**src/rtl/lcd_sched_pkg.sv**
```systemverilog
// rtl/lcd_sched_pkg.sv - shared types, constants and hex helper for the LCD refresh scheduler
package lcd_sched_pkg;

  typedef enum logic [1:0] {
    WAIT_INIT = 2'd0,
    IDLE      = 2'd1,
    CPU_XFER  = 2'd2,
    FRAME     = 2'd3
  } state_t;

  localparam logic [7:0] LCD_CMD_LINE1 = 8'h80;
  localparam logic [7:0] LCD_CMD_LINE2 = 8'hC0;
  localparam int         FRAME_LEN     = 28;

  typedef struct packed {
    logic [7:0]  a;
    logic [7:0]  x;
    logic [7:0]  y;
    logic [7:0]  p;
    logic [15:0] pc;
  } reg_snap_t;

  function automatic logic [7:0] hex_ascii(input logic [3:0] n);
    if (n < 4'd10) return 8'h30 + {4'h0, n};
    else           return 8'h37 + {4'h0, n};
  endfunction

endpackage

```
**src/rtl/lcd_frame_rom.sv**
```systemverilog
// rtl/lcd_frame_rom.sv - maps frame index and register snapshot to the LCD byte to send
module lcd_frame_rom
  import lcd_sched_pkg::*;
(
  input  logic [4:0] i_idx,
  input  reg_snap_t  i_snap,
  output logic       o_rs,
  output logic [7:0] o_data
);

  always_comb begin
    o_rs   = 1'b1;
    o_data = 8'h20;
    case (i_idx)
      5'd0:  begin o_rs = 1'b0; o_data = LCD_CMD_LINE1; end
      5'd1:  o_data = 8'h41;
      5'd2:  o_data = 8'h3A;
      5'd3:  o_data = hex_ascii(i_snap.a[7:4]);
      5'd4:  o_data = hex_ascii(i_snap.a[3:0]);
      5'd5:  o_data = 8'h20;
      5'd6:  o_data = 8'h58;
      5'd7:  o_data = 8'h3A;
      5'd8:  o_data = hex_ascii(i_snap.x[7:4]);
      5'd9:  o_data = hex_ascii(i_snap.x[3:0]);
      5'd10: o_data = 8'h20;
      5'd11: o_data = 8'h59;
      5'd12: o_data = 8'h3A;
      5'd13: o_data = hex_ascii(i_snap.y[7:4]);
      5'd14: o_data = hex_ascii(i_snap.y[3:0]);
      5'd15: begin o_rs = 1'b0; o_data = LCD_CMD_LINE2; end
      5'd16: o_data = 8'h50;
      5'd17: o_data = 8'h43;
      5'd18: o_data = 8'h3A;
      5'd19: o_data = hex_ascii(i_snap.pc[15:12]);
      5'd20: o_data = hex_ascii(i_snap.pc[11:8]);
      5'd21: o_data = hex_ascii(i_snap.pc[7:4]);
      5'd22: o_data = hex_ascii(i_snap.pc[3:0]);
      5'd23: o_data = 8'h20;
      5'd24: o_data = 8'h50;
      5'd25: o_data = 8'h3A;
      5'd26: o_data = hex_ascii(i_snap.p[7:4]);
      5'd27: o_data = hex_ascii(i_snap.p[3:0]);
      default: begin
        o_rs   = 1'b1;
        o_data = 8'h20;
      end
    endcase
  end

endmodule

```
**src/rtl/lcd_refresh_sched.sv**
```systemverilog
// rtl/lcd_refresh_sched.sv - arbitrates the LCD byte port between CPU writes and register-display frames
module lcd_refresh_sched
  import lcd_sched_pkg::*;
#(
  parameter int REFRESH_CYCLES = 2700000,
  parameter int CNT_W          = 22
) (
  input  logic        clk,
  input  logic        rst_n,
  input  logic        init_done,
  input  logic        refresh_en,
  input  logic [7:0]  reg_a,
  input  logic [7:0]  reg_x,
  input  logic [7:0]  reg_y,
  input  logic [7:0]  reg_p,
  input  logic [15:0] reg_pc,
  input  logic        cpu_req,
  input  logic        cpu_rs,
  input  logic [7:0]  cpu_data,
  output logic        cpu_gnt,
  output logic        lcd_valid,
  output logic        lcd_rs,
  output logic [7:0]  lcd_data,
  input  logic        lcd_ready,
  output logic        busy,
  output logic        frame_done,
  output logic [7:0]  frame_count
);

  state_t           r_state;
  state_t           w_state_nxt;
  logic [4:0]       r_idx;
  reg_snap_t        r_snap;
  logic [CNT_W-1:0] r_timer;
  logic             r_refresh_pend;
  logic             r_rr_last;
  logic             r_frame_done;
  logic [7:0]       r_frame_count;

  logic       w_rom_rs;
  logic [7:0] w_rom_data;
  logic       w_grant_cpu;
  logic       w_grant_frame;
  logic       w_frame_xfer;
  logic       w_frame_end;
  logic       w_abort;
  logic       w_expire;

  lcd_frame_rom u_rom (
    .i_idx  (r_idx),
    .i_snap (r_snap),
    .o_rs   (w_rom_rs),
    .o_data (w_rom_data)
  );

  assign w_frame_xfer = (r_state == FRAME) && lcd_ready;
  assign w_frame_end  = w_frame_xfer && init_done && (r_idx == 5'(FRAME_LEN - 1));
  assign w_abort      = (r_state == FRAME) && !init_done;
  assign w_expire     = refresh_en && init_done && (r_timer == CNT_W'(REFRESH_CYCLES - 1));

  assign busy        = (r_state == CPU_XFER) || (r_state == FRAME);
  assign frame_done  = r_frame_done;
  assign frame_count = r_frame_count;

  always_comb begin
    w_state_nxt   = r_state;
    w_grant_cpu   = 1'b0;
    w_grant_frame = 1'b0;
    lcd_valid     = 1'b0;
    lcd_rs        = 1'b0;
    lcd_data      = 8'h00;
    cpu_gnt       = 1'b0;
    case (r_state)
      WAIT_INIT: begin
        if (init_done) w_state_nxt = IDLE;
      end
      IDLE: begin
        // rr_last=1 means the frame engine won last, so the CPU goes first on a tie
        if (cpu_req && (!r_refresh_pend || r_rr_last)) begin
          w_grant_cpu = 1'b1;
          w_state_nxt = CPU_XFER;
        end else if (r_refresh_pend) begin
          w_grant_frame = 1'b1;
          w_state_nxt   = FRAME;
        end
      end
      CPU_XFER: begin
        lcd_valid = 1'b1;
        lcd_rs    = cpu_rs;
        lcd_data  = cpu_data;
        cpu_gnt   = lcd_ready;
        if (lcd_ready) w_state_nxt = IDLE;
      end
      FRAME: begin
        lcd_valid = 1'b1;
        lcd_rs    = w_rom_rs;
        lcd_data  = w_rom_data;
        if (w_frame_end) w_state_nxt = IDLE;
      end
      default: w_state_nxt = WAIT_INIT;
    endcase
    if (!init_done) begin
      w_state_nxt   = WAIT_INIT;
      w_grant_cpu   = 1'b0;
      w_grant_frame = 1'b0;
    end
  end

  always_ff @(posedge clk or negedge rst_n) begin
    if (!rst_n) begin
      r_state        <= WAIT_INIT;
      r_idx          <= 5'd0;
      r_snap         <= '0;
      r_timer        <= '0;
      r_refresh_pend <= 1'b0;
      r_rr_last      <= 1'b0;
      r_frame_done   <= 1'b0;
      r_frame_count  <= 8'd0;
    end else begin
      r_state      <= w_state_nxt;
      r_frame_done <= w_frame_end;
      if (w_frame_end) r_frame_count <= r_frame_count + 8'd1;
      if (w_grant_cpu) r_rr_last <= 1'b0;
      if (w_grant_frame) begin
        r_rr_last <= 1'b1;
        r_idx     <= 5'd0;
        r_snap.a  <= reg_a;
        r_snap.x  <= reg_x;
        r_snap.y  <= reg_y;
        r_snap.p  <= reg_p;
        r_snap.pc <= reg_pc;
      end else if (w_frame_xfer) begin
        r_idx <= r_idx + 5'd1;
      end
      // an aborted frame re-arms the request so it restarts from idx 0 after re-init
      if (!refresh_en) begin
        r_timer        <= '0;
        r_refresh_pend <= 1'b0;
      end else begin
        if (init_done) r_timer <= w_expire ? '0 : r_timer + CNT_W'(1);
        if (w_grant_frame) r_refresh_pend <= 1'b0;
        if (w_expire || w_abort) r_refresh_pend <= 1'b1;
      end
    end
  end

endmodule

```
**config.mk**
```make
export PLATFORM = sky130hd
export DESIGN_NAME = lcd_refresh_sched
export DESIGN_NICKNAME = d
export VERILOG_FILES = /design/src/rtl/lcd_sched_pkg.sv /design/src/rtl/lcd_frame_rom.sv /design/src/rtl/lcd_refresh_sched.sv
export SDC_FILE = /design/constraint.sdc
export NUM_CORES = 1
export LEC_CHECK = 0
export CORE_MARGIN = 4
export CORE_UTILIZATION = 35
export CTS_BUF_LIST = sky130_fd_sc_hd__clkbuf_16
export DETAILED_ROUTE_END_ITERATION = 8
export PLACE_DENSITY = 0.56
export SETUP_SLACK_MARGIN = 0.15
export SLEW_MARGIN = 25
export SYNTH_ARGS = -nofsm -noshare
export SYNTH_HDL_FRONTEND = slang
export SYNTH_SLANG_ARGS = --single-unit
```
**constraint.sdc**
```tcl
create_clock -name clk -period 2.34 [get_ports clk]
set_input_delay 0.351 -clock clk [delete_from_list [all_inputs] [get_ports clk]]
set_output_delay 0.351 -clock clk [all_outputs]
set_load 0.02 [all_outputs]
```
==> qor.yml <==
pwr:
  seq_power_share: 0.286
  pwr-share-clk: 0.217
  switching_share: 0.376
  p_switching_uw: 2520
  power_density_nw_per_um2: 790
  pwr-share-comb: 0.497
  p_leak_uw: 0.00376
  ir_drop_mv: 0.383
  cellInternalPower_uw: 4190
cells_and_area:
  drive_gt1_frac: 0.302
  antenna_cells: 0
  area_growth_syn_to_layout_pct: 50.6
  finalInstanceArea_um2: 8500
  area.sequential_um2: 2210
  n_fill_cell: 1440
  multi_input_area_um2: 3510
  nets: 958
critical_path:
  r2r_end: "frame_count[7]$_DFFE_PN0P_"
  reg2reg_depth: 8
  path_depth: 9
  cp-end-kind: "output pin"
  cp_max_fo: 4
  crit_chain: "inv_4 -> ha_4 -> nor2b_4 -> nand2_2 -> nor4b_1 -> or4_1 -> or4_4 -> a22o_1 -> buf_6"
  cp.required_ns: 1.99
  cp-startpoint: "r_idx[1]$_DFFE_PN0P_"
  cpMaxStageDelayCell: "or4_1"
  path_buf_inv: 2
  cpPeakStageDelay_ns: 0.52
  arrival_ns: 2.67
  ff2ff_setup_slack_ns: 0.22
  startpoint_type: "flop"
  rr_startpoint: "r_idx[2]$_DFFE_PN0P_"
  crit_family: "simple AND/OR/NAND/NOR gates"
  crit_type: "reg -> out"
routing:
  routedWlPerCell_um: 18.0
  vias: 5943
  via_per_inst: 5.42
  drc_errors: 0
  wirelength_um: 19700
  dr.pass1.iters: 5
  drt_iter0_drc: 347
  antenna_left: 0
logic_synthesis:
  ys_ff_latch: 88
  synth-main-ff-cell: "dfrtp_1"
  synthTopCellsByCount: "dfrtp_1, o21ai_0, nand2_1"
  syn_inst: 651
  yosys_warnings: 0
  synth.area.top_cells: "dfrtp_1, o21ai_0, mux2_2, nand2_1, ha_1"
  syn_area_um2: 5640
  yosysTopAreaCell: "dfrtp_1"
  synthArstFlopShare: 1.00
  synth.yosys.seq_area_share: 0.390
  synth_nets: 733
  postSynthAreaPerCell_um2: 8.67
  synth_top_area_frac: 0.390
  synth-edff-count: 0
  synth_cell_types: 52
  yosysMostFrequentCell: "dfrtp_1"
floorplan:
  coreArea_um2: 15800
  start_util: 0.357
  die_h_um: 135
  die_area_um2: 18200
  die_x_um: 135
  ioPinCount: 84
  num_rows: 46
cts:
  cts_sinks: 88
  clk_latency_ns: 0.36
  clockBufferDepth: 2
  cts_tree: "yes"
  numCtsBuffers: 9
  clkTransAtPathRegs_ns: 0.07
  cts_root_buffer: "clkbuf_16"
  cts_max_level: 3
sta:
  hold_slack_ns: 0.467
  finalHoldViolCount: 0
  min_period_ns: 3.02
  setup_ws_ns: -0.681
  slew_violations: 0
  post-route-period-util: 1.29
  worst_pin_slew_ns: 0.757
  fin_skew_ns: 0.0107
  slew_headroom: 0.493
  rsz0062_at_grt: "yes"
  setup_violations: 9
  max_freq_ghz: 0.331
min_path:
  hp-class: "reg -> reg"
  min_from: "r_timer[21]$_DFFE_PN0P_"
  holdPathEnd: "r_timer[21]$_DFFE_PN0P_"
  holdPathStages: 1
global_routing:
  antenna_found_initial: 0
  grt_pass1_wl_um: 31900
  grt_max_degree: 50
  grtUsageTotal: 0.222
  grt_pass1_vias: 5971
  grt_overflow: 0
outcome:
  status: "finished with violations"
  violations: "setup timing"
placed_design:
  routabilityCongestion: 0.952
  hpwl_um: 15400
  port_buffers: 83
  placed_area_um2: 7840
run:
  max_cap_violations: 0
power by group through the flow:
| stage | combinational [µW] | sequential (µW) | clock, µW |
|---|---|---|---|
| 6_report | 3340 | 1920 | 1450 |
| 5_1_grt | 3600 | 1940 | 1550 |
| 4_1_cts | 3190 | 1920 | 1490 |
| 3_5_place_dp | 2820 | 1920 | 0 |
| 3_3_place_gp | 2820 | 1920 | 0 |
| 2_1_floorplan | 1330 | 1910 | 0 |
through the flow:
| stage | power, µW | utilization | setup TNS [ns] | setup slack [ns] | instances |
|---|---|---|---|---|---|
| 2_1_floorplan | 3240 | - | -0.153 | -0.153 | 651 |
| 3_3_place_gp | 4740 | 0.495 | -5.45 | -0.789 | 1068 |
| 3_5_place_dp | 4740 | 0.496 | -5.69 | -0.843 | 1068 |
| 4_1_cts | 6600 | 0.529 | -4.54 | -0.677 | 1093 |
| 5_1_grt | 7100 | 0.537 | -5.22 | -0.741 | 1097 |
| 6_report | 6710 | 0.537 | -4.39 | -0.681 | 1097 |
logic make-up after synthesis:
| kind of cell | count (synthesis) | synth area share |
|---|---|---|
| AND/OR/NAND/NOR | 231 | 0.223 |
| AO/OA/AOI/OAI | 201 | 0.211 |
| flip-flops | 88 | 0.390 |
| buffers and inverters | 62 | 0.0443 |
| multiplexers | 27 | 0.0534 |
| XOR/XNOR | 23 | 0.0357 |
| adder cells (fa/ha/maj) | 19 | 0.0421 |
layer usage:
metal	vias up	wire length [µm]	GRT usage
li1	2860	-	-
met5	-	0	0
met4	0	522	0.0778
met1	2865	8590	0.287
met3	36	1160	0.0555
met2	182	9470	0.364
cells in the final DEF (no fill, tap or decap), types with 17 or more instances in the layout:
master,instances
nor2_1,27
buf_4,154
clkdlybuf4s50_1,72
o21ai_0,81
xnor2_1,21
mux2_2,25
a21oi_1,33
nand2_1,64
inv_1,28
dfrtp_1,85
nand3_1,17
nor2b_1,19
area by class of cell:
| type | count | share of cell area |
|---|---|---|
| flip-flops and latches | 88 | 0.260 |
| repair buffers | 246 | 0.248 |
| inverters | 30 | 0.0135 |
| well taps | 216 | 0.0318 |
| clock buffers | 9 | 0.0265 |
| clock inverters | 7 | 0.00722 |
| multi-input cells | 501 | 0.413 |
state kept, by name, indices dropped and copies added (netlist names):
register / flops
frame_count: 8
frame_done: 1
r_idx: 5
r_refresh_pend: 1
r_rr_last: 1
r_snap: 48
r_state: 2
r_timer: 22
worst max path at each step:
stage | endpoint | slack [ns]
floorplan | lcd_data[3] | -0.15
global placement | lcd_data[1] | -0.79
detailed placement | lcd_data[1] | -0.84
CTS | lcd_data[3] | -0.68
global route | lcd_data[3] | -0.74
finish | lcd_data[3] | -0.68
what timing repair did:
| action | CTS | global route |
|---|---|---|
| resized for setup | 90 | 18 |
| buffers inserted | 8 | 4 |
| hold buffers | 1 | 0 |
| pin swaps | 21 | 11 |
| hold endpoints to repair | 1 | 0 |
| endpoints found under the setup margin | 17 | 31 |
worst reg2reg max path: stages (launching register included):
cell and delay (ns):
dfrtp_1 0.41, buf_4 0.21, nand2b_1 0.20, nor2_2 0.19, buf_4 0.18, and3_1 0.27
and3_1 0.26, nand4_1 0.13, xnor2_1 0.15
Note: power is estimated with default switching activity, not from simulation.
